### src/rtl/multicast_bus_tx_if.sv
// Bundles the upstream word stream and the caster-side bus of multicast_bus_tx.
// master is the transmitter's view, slave is the view of the surrounding logic.
interface multicast_bus_tx_if #(
    parameter int DATA_WIDTH = 16,
    parameter int NUM_COL    = 4,
    parameter int TW         = (NUM_COL > 1) ? $clog2(NUM_COL) : 1
);
    logic                  in_valid;
    logic                  in_ready;
    logic [DATA_WIDTH-1:0] in_data;
    logic [TW-1:0]         in_tag;
    logic [DATA_WIDTH-1:0] bus_data;
    logic [TW-1:0]         bus_tag;
    logic [NUM_COL-1:0]    caster_en;
    logic [NUM_COL-1:0]    caster_ready;

    modport master (
        input  in_valid, in_data, in_tag, caster_ready,
        output in_ready, bus_data, bus_tag, caster_en
    );

    modport slave (
        output in_valid, in_data, in_tag, caster_ready,
        input  in_ready, bus_data, bus_tag, caster_en
    );
endinterface

### src/rtl/multicast_bus_tx.sv
// Multicast bus transmitter: input FIFO, tag-to-column match, per-column enables held until accepted.
// Optional drop counter enabled by defining MCAST_TX_DROP_CNT_EN.
module multicast_bus_tx #(
    parameter int DATA_WIDTH = 16,
    parameter int NUM_COL    = 4,
    parameter int FIFO_DEPTH = 4,
    parameter int TW         = (NUM_COL > 1) ? $clog2(NUM_COL) : 1
) (
    input  logic                  clk,
    input  logic                  rst,
    multicast_bus_tx_if.master    bus,
    input  logic [NUM_COL*TW-1:0] id_cfg,
    output logic                  busy,
    output logic [7:0]            drop_cnt
);
    localparam int AW = $clog2(FIFO_DEPTH);
    localparam logic [AW:0] PTR_ONE = 1;

    typedef enum logic {IDLE, SEND} state_t;

    // Small register FIFO; the head is read combinationally so its match resolves in the pop cycle.
    logic [DATA_WIDTH-1:0] data_mem [FIFO_DEPTH];
    logic [TW-1:0]         tag_mem  [FIFO_DEPTH];
    logic [AW:0]           wr_ptr_reg, rd_ptr_reg;
    logic                  fifo_empty, fifo_full, push, pop;
    logic [DATA_WIDTH-1:0] head_data;
    logic [TW-1:0]         head_tag;
    logic [NUM_COL-1:0]    match;

    state_t                state_reg, state_next;
    logic [NUM_COL-1:0]    pending_reg, pending_next;
    logic [DATA_WIDTH-1:0] bus_data_reg, bus_data_next;
    logic [TW-1:0]         bus_tag_reg, bus_tag_next;
    logic                  done;

    assign fifo_empty = (wr_ptr_reg == rd_ptr_reg);
    assign fifo_full  = (wr_ptr_reg[AW] != rd_ptr_reg[AW]) &&
                        (wr_ptr_reg[AW-1:0] == rd_ptr_reg[AW-1:0]);
    assign push       = bus.in_valid && !fifo_full;
    assign head_data  = data_mem[rd_ptr_reg[AW-1:0]];
    assign head_tag   = tag_mem[rd_ptr_reg[AW-1:0]];

    always_ff @(posedge clk or posedge rst) begin
        if (rst) begin
            wr_ptr_reg <= '0;
            rd_ptr_reg <= '0;
        end else begin
            if (push) wr_ptr_reg <= wr_ptr_reg + PTR_ONE;
            if (pop)  rd_ptr_reg <= rd_ptr_reg + PTR_ONE;
        end
    end

    always_ff @(posedge clk) begin
        if (push) begin
            data_mem[wr_ptr_reg[AW-1:0]] <= bus.in_data;
            tag_mem[wr_ptr_reg[AW-1:0]]  <= bus.in_tag;
        end
    end

    generate
        for (genvar gi = 0; gi < NUM_COL; gi++) begin : g_match
            assign match[gi] = (id_cfg[gi*TW +: TW] == head_tag);
        end
    endgenerate

    always_ff @(posedge clk or posedge rst) begin
        if (rst) begin
            state_reg    <= IDLE;
            pending_reg  <= '0;
            bus_data_reg <= '0;
            bus_tag_reg  <= '0;
        end else begin
            state_reg    <= state_next;
            pending_reg  <= pending_next;
            bus_data_reg <= bus_data_next;
            bus_tag_reg  <= bus_tag_next;
        end
    end

    // A column that is ready in the current cycle counts as accepted, so done looks through ready.
    assign done = ((pending_reg & ~bus.caster_ready) == '0);

    always_comb begin
        state_next    = state_reg;
        pending_next  = pending_reg;
        bus_data_next = bus_data_reg;
        bus_tag_next  = bus_tag_reg;
        pop           = 1'b0;
        case (state_reg)
            IDLE: begin
                if (!fifo_empty) begin
                    pop = 1'b1;
                    if (match != '0) begin
                        state_next    = SEND;
                        pending_next  = match;
                        bus_data_next = head_data;
                        bus_tag_next  = head_tag;
                    end
                end
            end
            SEND: begin
                pending_next = pending_reg & ~bus.caster_ready;
                if (done) begin
                    state_next = IDLE;
                    if (!fifo_empty) begin
                        pop = 1'b1;
                        if (match != '0) begin
                            state_next    = SEND;
                            pending_next  = match;
                            bus_data_next = head_data;
                            bus_tag_next  = head_tag;
                        end
                    end
                end
            end
            default: begin
                state_next   = IDLE;
                pending_next = '0;
            end
        endcase
    end

    assign bus.in_ready  = !fifo_full;
    assign bus.bus_data  = bus_data_reg;
    assign bus.bus_tag   = bus_tag_reg;
    assign bus.caster_en = pending_reg;
    assign busy          = !fifo_empty || (state_reg == SEND);

`ifdef MCAST_TX_DROP_CNT_EN
    logic       drop;
    logic [7:0] drop_cnt_reg;

    assign drop = pop && (match == '0);

    always_ff @(posedge clk or posedge rst) begin
        if (rst) begin
            drop_cnt_reg <= '0;
        end else if (drop && (drop_cnt_reg != 8'hFF)) begin
            drop_cnt_reg <= drop_cnt_reg + 8'd1;
        end
    end

    assign drop_cnt = drop_cnt_reg;
`else
    assign drop_cnt = '0;
`endif
endmodule

### src/flat_wrapper.sv
// flat-port wrapper written by rule: the top's interface ports become plain ports
module multicast_bus_tx_flat 
#(
    parameter int DATA_WIDTH = 16,
    parameter int NUM_COL    = 4,
    parameter int FIFO_DEPTH = 4,
    parameter int TW         = (NUM_COL > 1) ? $clog2(NUM_COL) : 1
)
  (clk, rst, id_cfg, busy, drop_cnt, bus_in_valid, bus_in_data, bus_in_tag, bus_caster_ready, bus_in_ready, bus_bus_data, bus_bus_tag, bus_caster_en);
  multicast_bus_tx_if #(.DATA_WIDTH(DATA_WIDTH), .NUM_COL(NUM_COL), .TW(TW)) bus_i ();
  input  logic clk;
  input  logic rst;
  input  logic [NUM_COL*TW-1:0] id_cfg;
  output logic busy;
  output logic [7:0] drop_cnt;
  input wire logic [$bits(bus_i.in_valid)-1:0] bus_in_valid;
  input wire logic [$bits(bus_i.in_data)-1:0] bus_in_data;
  input wire logic [$bits(bus_i.in_tag)-1:0] bus_in_tag;
  input wire logic [$bits(bus_i.caster_ready)-1:0] bus_caster_ready;
  output wire logic [$bits(bus_i.in_ready)-1:0] bus_in_ready;
  output wire logic [$bits(bus_i.bus_data)-1:0] bus_bus_data;
  output wire logic [$bits(bus_i.bus_tag)-1:0] bus_bus_tag;
  output wire logic [$bits(bus_i.caster_en)-1:0] bus_caster_en;
  assign bus_i.in_valid = bus_in_valid;
  assign bus_i.in_data = bus_in_data;
  assign bus_i.in_tag = bus_in_tag;
  assign bus_i.caster_ready = bus_caster_ready;
  assign bus_in_ready = bus_i.in_ready;
  assign bus_bus_data = bus_i.bus_data;
  assign bus_bus_tag = bus_i.bus_tag;
  assign bus_caster_en = bus_i.caster_en;
  multicast_bus_tx #(.DATA_WIDTH(DATA_WIDTH), .NUM_COL(NUM_COL), .FIFO_DEPTH(FIFO_DEPTH), .TW(TW)) u_core (.clk(clk), .rst(rst), .bus(bus_i), .id_cfg(id_cfg), .busy(busy), .drop_cnt(drop_cnt));
endmodule
### config.mk
export PLATFORM = sky130hd
export DESIGN_NAME = multicast_bus_tx_flat
export DESIGN_NICKNAME = d
export VERILOG_FILES = /design/src/rtl/multicast_bus_tx_if.sv /design/src/rtl/multicast_bus_tx.sv /design/src/flat_wrapper.sv
export SDC_FILE = /design/constraint.sdc
export NUM_CORES = 1
export LEC_CHECK = 0
export CAP_MARGIN = 20
export CORE_MARGIN = 1.5
export CORE_UTILIZATION = 49
export CTS_CLUSTER_SIZE = 25
export DETAILED_ROUTE_END_ITERATION = 12
export HOLD_SLACK_MARGIN = 0.03
export PLACE_DENSITY = 0.78
export SLEW_MARGIN = 10
export SYNTH_ARGS = -nofsm -noshare
export SYNTH_HDL_FRONTEND = slang
export SYNTH_SLANG_ARGS = --single-unit
### constraint.sdc
create_clock -name clk -period 2.8 [get_ports clk]
set_input_delay 0.28 -clock clk [delete_from_list [all_inputs] [get_ports clk]]
set_output_delay 0.28 -clock clk [all_outputs]
set_load 0.005 [all_outputs]
After elaboration in Yosys (flattened, before gate mapping):

Memories as Yosys holds them, arrays and structs flattened.
Cells that the tools add are included.

* register bits: 29
* bits in latches: 0
* RAM bits: 72
* memory bits (read-only): 0
* input bits: 33
* output and inout port bits: 32
* memories kept: 2

* add/subtract/negate cells: 2
* multiply operators: 0
* divide/modulo/power cells: 0
* order comparisons: 0
* equal/unequal tests: 10
* shift-type cells: 0
* muxes and demuxes: 23
* bitwise operators: 3
* reduce and logical (&&, ||, !) cells: 8

Memory list
* u_core.data_mem: words 4, width 16, rd ports 1, clocked after Yosys merged registers in 0, wr ports 1, line multicast_bus_tx.sv:22 `logic [DATA_WIDTH-1:0] data_mem [FIFO_DEPTH];`
* u_core.tag_mem: words 4, width 2, rd ports 1, clocked after Yosys merged registers in 0, wr ports 1, line multicast_bus_tx.sv:23 `logic [TW-1:0] tag_mem [FIFO_DEPTH];`

Operator list (count)
* 16-bit two-way mux: 3
* 16-bit one-hot mux with 2 select lines: 1
* 4-bit two-way mux: 5
* 2-bit == test: 5
* 4-bit one-hot mux with 2 select lines: 1
* 1-bit two-way mux: 7
* 3-bit by 1-bit adder with 3-bit output, second input constant: 2
* 2-bit two-way mux: 3
* 4-bit bitwise AND: 1
* 4-bit logical NOT: 1
* 2-bit != test, second input constant: 2
* 4-bit inverter: 1
* 1-bit one-hot mux with 2 select lines: 2
* 2-bit one-hot mux with 2 select lines: 1
* 4-bit nonzero test: 1
* 3-bit == test: 1
* 1-bit logical AND: 2
* 1-bit logical NOT: 2
* 2-bit by 1-bit != test with 1-bit output, second input constant: 1
* 2-bit AND reduction: 1
* 1-bit logical OR: 1
* 1-bit != test: 1
* 1-bit inverter: 1

Logic depth before layout (Yosys ltp):

An unclocked memory read counts as a cell.

* word-level depth: 7
* depth in mapped cells: 8
* mapped depth without buffers: 5

Least setup slack after synthesis:

OpenSTA, ideal clock, no wires.

* kind: flip-flop to flip-flop
* from: register u_core.rd_ptr_reg[0]
* to: register u_core.bus_data_reg[10], in the netlist u_core.bus.bus_data[10]
* library setup time: 0.125 ns
* arrival time: 2.276 ns
* required time: 2.675 ns
* slack: 0.399 ns
* cell stages (with the launch flop): 8
* cells stage by stage: dfrtp_1 > buf_6 > mux4_2 > xnor2_1 > nand2_1 > a31oi_4 > buf_12 > mux2_4

* cells in the longest elaborated chain, start to end: 7
* elaborated cells between the ends (all ways): 12
* classes of those cells: eq/ne (5); mux (4); reduce/logical (1); memory (2)

Ends and longest elaborated chain
* from (decl): line multicast_bus_tx.sv:24 `logic [AW:0] wr_ptr_reg, rd_ptr_reg;`
* from (signal assigned): line multicast_bus_tx.sv:49 `if (pop) rd_ptr_reg <= rd_ptr_reg + PTR_ONE;`
* memory read 4 x 2 bit
* 2-bit == test: line multicast_bus_tx.sv:62 `assign match[gi] = (id_cfg[gi*TW +: TW] == head_tag);`
* 4-bit nonzero test: line multicast_bus_tx.sv:93, multicast_bus_tx.sv:107
* 16-bit two-way mux: line multicast_bus_tx.sv:93, multicast_bus_tx.sv:107
* 16-bit two-way mux (*): line multicast_bus_tx.sv:91, multicast_bus_tx.sv:105
* 16-bit two-way mux: line multicast_bus_tx.sv:103 `if (done) begin`
* 16-bit one-hot mux with 2 select lines (*): line multicast_bus_tx.sv:89 `case (state_reg)`
* to (signal assigned): line multicast_bus_tx.sv:75 `bus_data_reg <= bus_data_next;`
* to (decl): line multicast_bus_tx.sv:32 `logic [DATA_WIDTH-1:0] bus_data_reg, bus_data_next;`

Mark *: on every way between the ends. The rest lies on a longest branch, timed or not. The select of a mux whose other input is x is not followed.
A chain may end at the register's enable or synchronous reset.

Final worst setup path:

* from: register u_core.rd_ptr_reg[0]
* to: register u_core.bus_data_reg[4], in the netlist u_core.bus.bus_data[4]

Same word-level chain as after synthesis.

==> reports/qor.txt <==
relative slew slack -> 64.7%
Syn Inst Count -> 224
Clock transition at path regs -> 90 ps
remaining antenna violation count after routing -> 0
Worst path slowest cell -> mux4_1
crit end category -> flip-flop
CTS Buf Count -> 9
CP delay by family, top -> multiplexers
PwrDens -> 1150 nW/µm²
most frequent cell after synthesis -> edfxtp_1
pins over their slew limit -> 0
DIE AREA -> 9150 µm²
CTS root buf -> clkbuf_8
Largest register FFs -> 64
Hold Path Class -> input pin to async pin
CTS tree -> done
crit share post-route -> 91.4%
Iteration-0 DRC Markers -> 59
Port Buffers -> 56
vias in the first global route -> 2,150
post-layout net count -> 331
Skew-Pair Late Insertion Delay -> 350 ps
final wirelength -> 7010 µm
Routed WL per cell -> 17.4 µm
Distinct cells, synth -> 37
site row count -> 33
crit-path max cell delay -> 740 ps
share of the synthesized area in the top cell type -> 51.4%
Finish-stage setup viols -> 0
Placer Congestion -> 0.821
final clock skew -> 6.92 ps
Worst VDD drop -> 0.583 mV
top cells by area, synth -> edfxtp_1 51%, dfrtp_1 17%, mux4_2 6.4%
largest net degree at the start of global routing -> 30
vias per cell -> 5.29
starting density of the core -> 50.9%
synth cell count leaders -> 72 x edfxtp_1, 29 x dfrtp_1, 12 x mux4_2
Die X -> 95.7 µm
YS warnings -> 0
number of hold buffers added after cts -> 0
Core ar. -> 8260 µm²
Hold Vio Cnt, Final -> 0
status -> finished, final reports clean
startpoint types -> flip-flop
R2R depth -> 6
Post-CTS Repair Setup Buffers -> 0
Worst Tran Pin Value -> 525 ps
CTS sink cnt -> 101
Layout area overhead -> 20.5%
initial antenna violation count -> 0
Pleak -> 0.00188 µW
syn avg cell area -> 18.8 µm²
Ant. Diodes -> 0
Crit path depth -> 6
Yosys top cell by area -> edfxtp_1
Longest Clk Path Bufs -> 2
fraction of registers with async set/reset -> 28.7%
arrival time at the worst endpoint -> 2800 ps
post-DP HPWL -> 4490 µm
Post-synth EDFFs -> 72
post-CTS sizing -> 0
via count -> 2,130
DR pass1 iterations -> 4
drt drc -> 0
Crit path buffers/inverters -> 1
setup_tns -> 0 ps
fraction of layout cells with a size suffix above 1 -> 21.8%
Synth Flop Type -> edfxtp_1
Final Critical Period -> 2560 ps
sequential share of the synthesized area -> 68.6%
htree depth -> 3
FF+latch count, synth -> 101
first-pass GRT wire length -> 10,900 µm
Max Cap Viol -> 0
crit path max fanout -> 18
post-place setup slack -> 244 ps
post-synthesis cell area -> 4210 µm²
CP Data Required Time -> 3040 ps
CP Cell Sequence -> mux4_1 > xnor2_1 > a22oi_4 > a31oi_4 > buf_12 > mux2_2
Boundary Pins -> 65
RSZ-0062 raised after global routing -> false
Die H -> 95.7 µm
CP Class -> flip-flop to flip-flop
Setup WS post-layout -> 240 ps
Peak Freq -> 391 MHz
GR Overflow Total -> 0
All-Layer GR Usage -> 16.7%
## final cells by class
| type | count | area [µm²] |
|---|---|---|
| sequential | 101 | 2890 |
| fill | 603 | 3190 |
| timing repair buffer | 65 | 641 |
| multi-input combinational | 109 | 1210 |
| inverter | 7 | 26.3 |
| tap | 105 | 131 |
| clock inverter | 6 | 45.0 |
| clock buffer | 10 | 128 |
## placed cells by master (no fill, tap or decap), types with 2 or more instances in the layout
cell | synthesis | final
edfxtp_1 | 72 | 72
clkdlybuf4s50_1 | 0 | 56
dfrtp_1 | 29 | 29
mux4_2 | 12 | 12
nand2_1 | 11 | 11
mux2_4 | 10 | 10
mux2_2 | 10 | 10
clkbuf_8 | 0 | 9
conb_1 | 1 | 8
buf_4 | 8 | 8
xnor2_1 | 7 | 7
inv_1 | 7 | 7
mux4_1 | 6 | 6
xor2_1 | 5 | 5
ha_1 | 5 | 5
nor2b_1 | 4 | 4
and3_1 | 4 | 4
xnor2_2 | 3 | 3
or2_2 | 3 | 3
o21ai_0 | 3 | 3
clkinvlp_4 | 0 | 3
nor2_1 | 2 | 2
a31oi_1 | 2 | 2
o22ai_1 | 2 | 2
a21oi_1 | 2 | 2
inv_6 | 0 | 2
## logic make-up after synthesis
family	count (synthesis)	share of synthesized area (%)
flip-flops	101	68.6
multiplexers	38	16.4
AND/OR/NAND/NOR	27	3.21
buffers and inverters	21	3.18
AO/OA/AOI/OAI	16	3.30
XOR/XNOR	15	3.66
adder cells (fa/ha/maj)	5	1.49
other	1	0.0891
## power breakdown
group	switching (µW)	internal, µW	leakage [µW]
clock network	487	328	0.0000793
registers	222	2110	0.00100
logic	1150	1530	0.000804
## path summary, 6_finish.rpt
| check | start | endpoint | slack, ps |
|---|---|---|---|
| min | rst | u_core.bus.bus_data[10] | 310 |
| min in group clk | u_core.wr_ptr_reg[2] | u_core.wr_ptr_reg[2] | 490 |
| max in group asynchronous | rst | u_core.bus.bus_data[11] | 2210 |
| max | u_core.rd_ptr_reg[0] | u_core.bus.bus_data[4] | 240 |
| min reg2reg | u_core.wr_ptr_reg[2] | u_core.wr_ptr_reg[2] | 490 |
| max reg2reg | u_core.rd_ptr_reg[0] | u_core.bus.bus_data[4] | 240 |
## routing by layer
| layer | routed length (µm) | GRT usage, % |
|---|---|---|
| met1 | 3010 | 20.9 |
| met2 | 3620 | 28.6 |
| met3 | 278 | 3.03 |
| met4 | 99 | 6.74 |
| met5 | 0 | 0 |
## worst min-delay path: stages
cell and delay [ps]:
clkdlybuf4s50_1 400, inv_1 50, buf_4 350
## stage by stage
step                total power (µW)  std cells  hold WS [ps]  instance area (µm²)  utilization [%]
floorplan                       4230        231           358                 4230                -
global placement                4990        387           476                 4900             59.3
detailed placement              5080        387           482                 4900             59.3
CTS                             5900        403           313                 5070             61.4
global route                    6170        403           344                 5070             61.4
finish                          5830        403           307                 5070             61.4
Power figures use the tool's default switching activity.
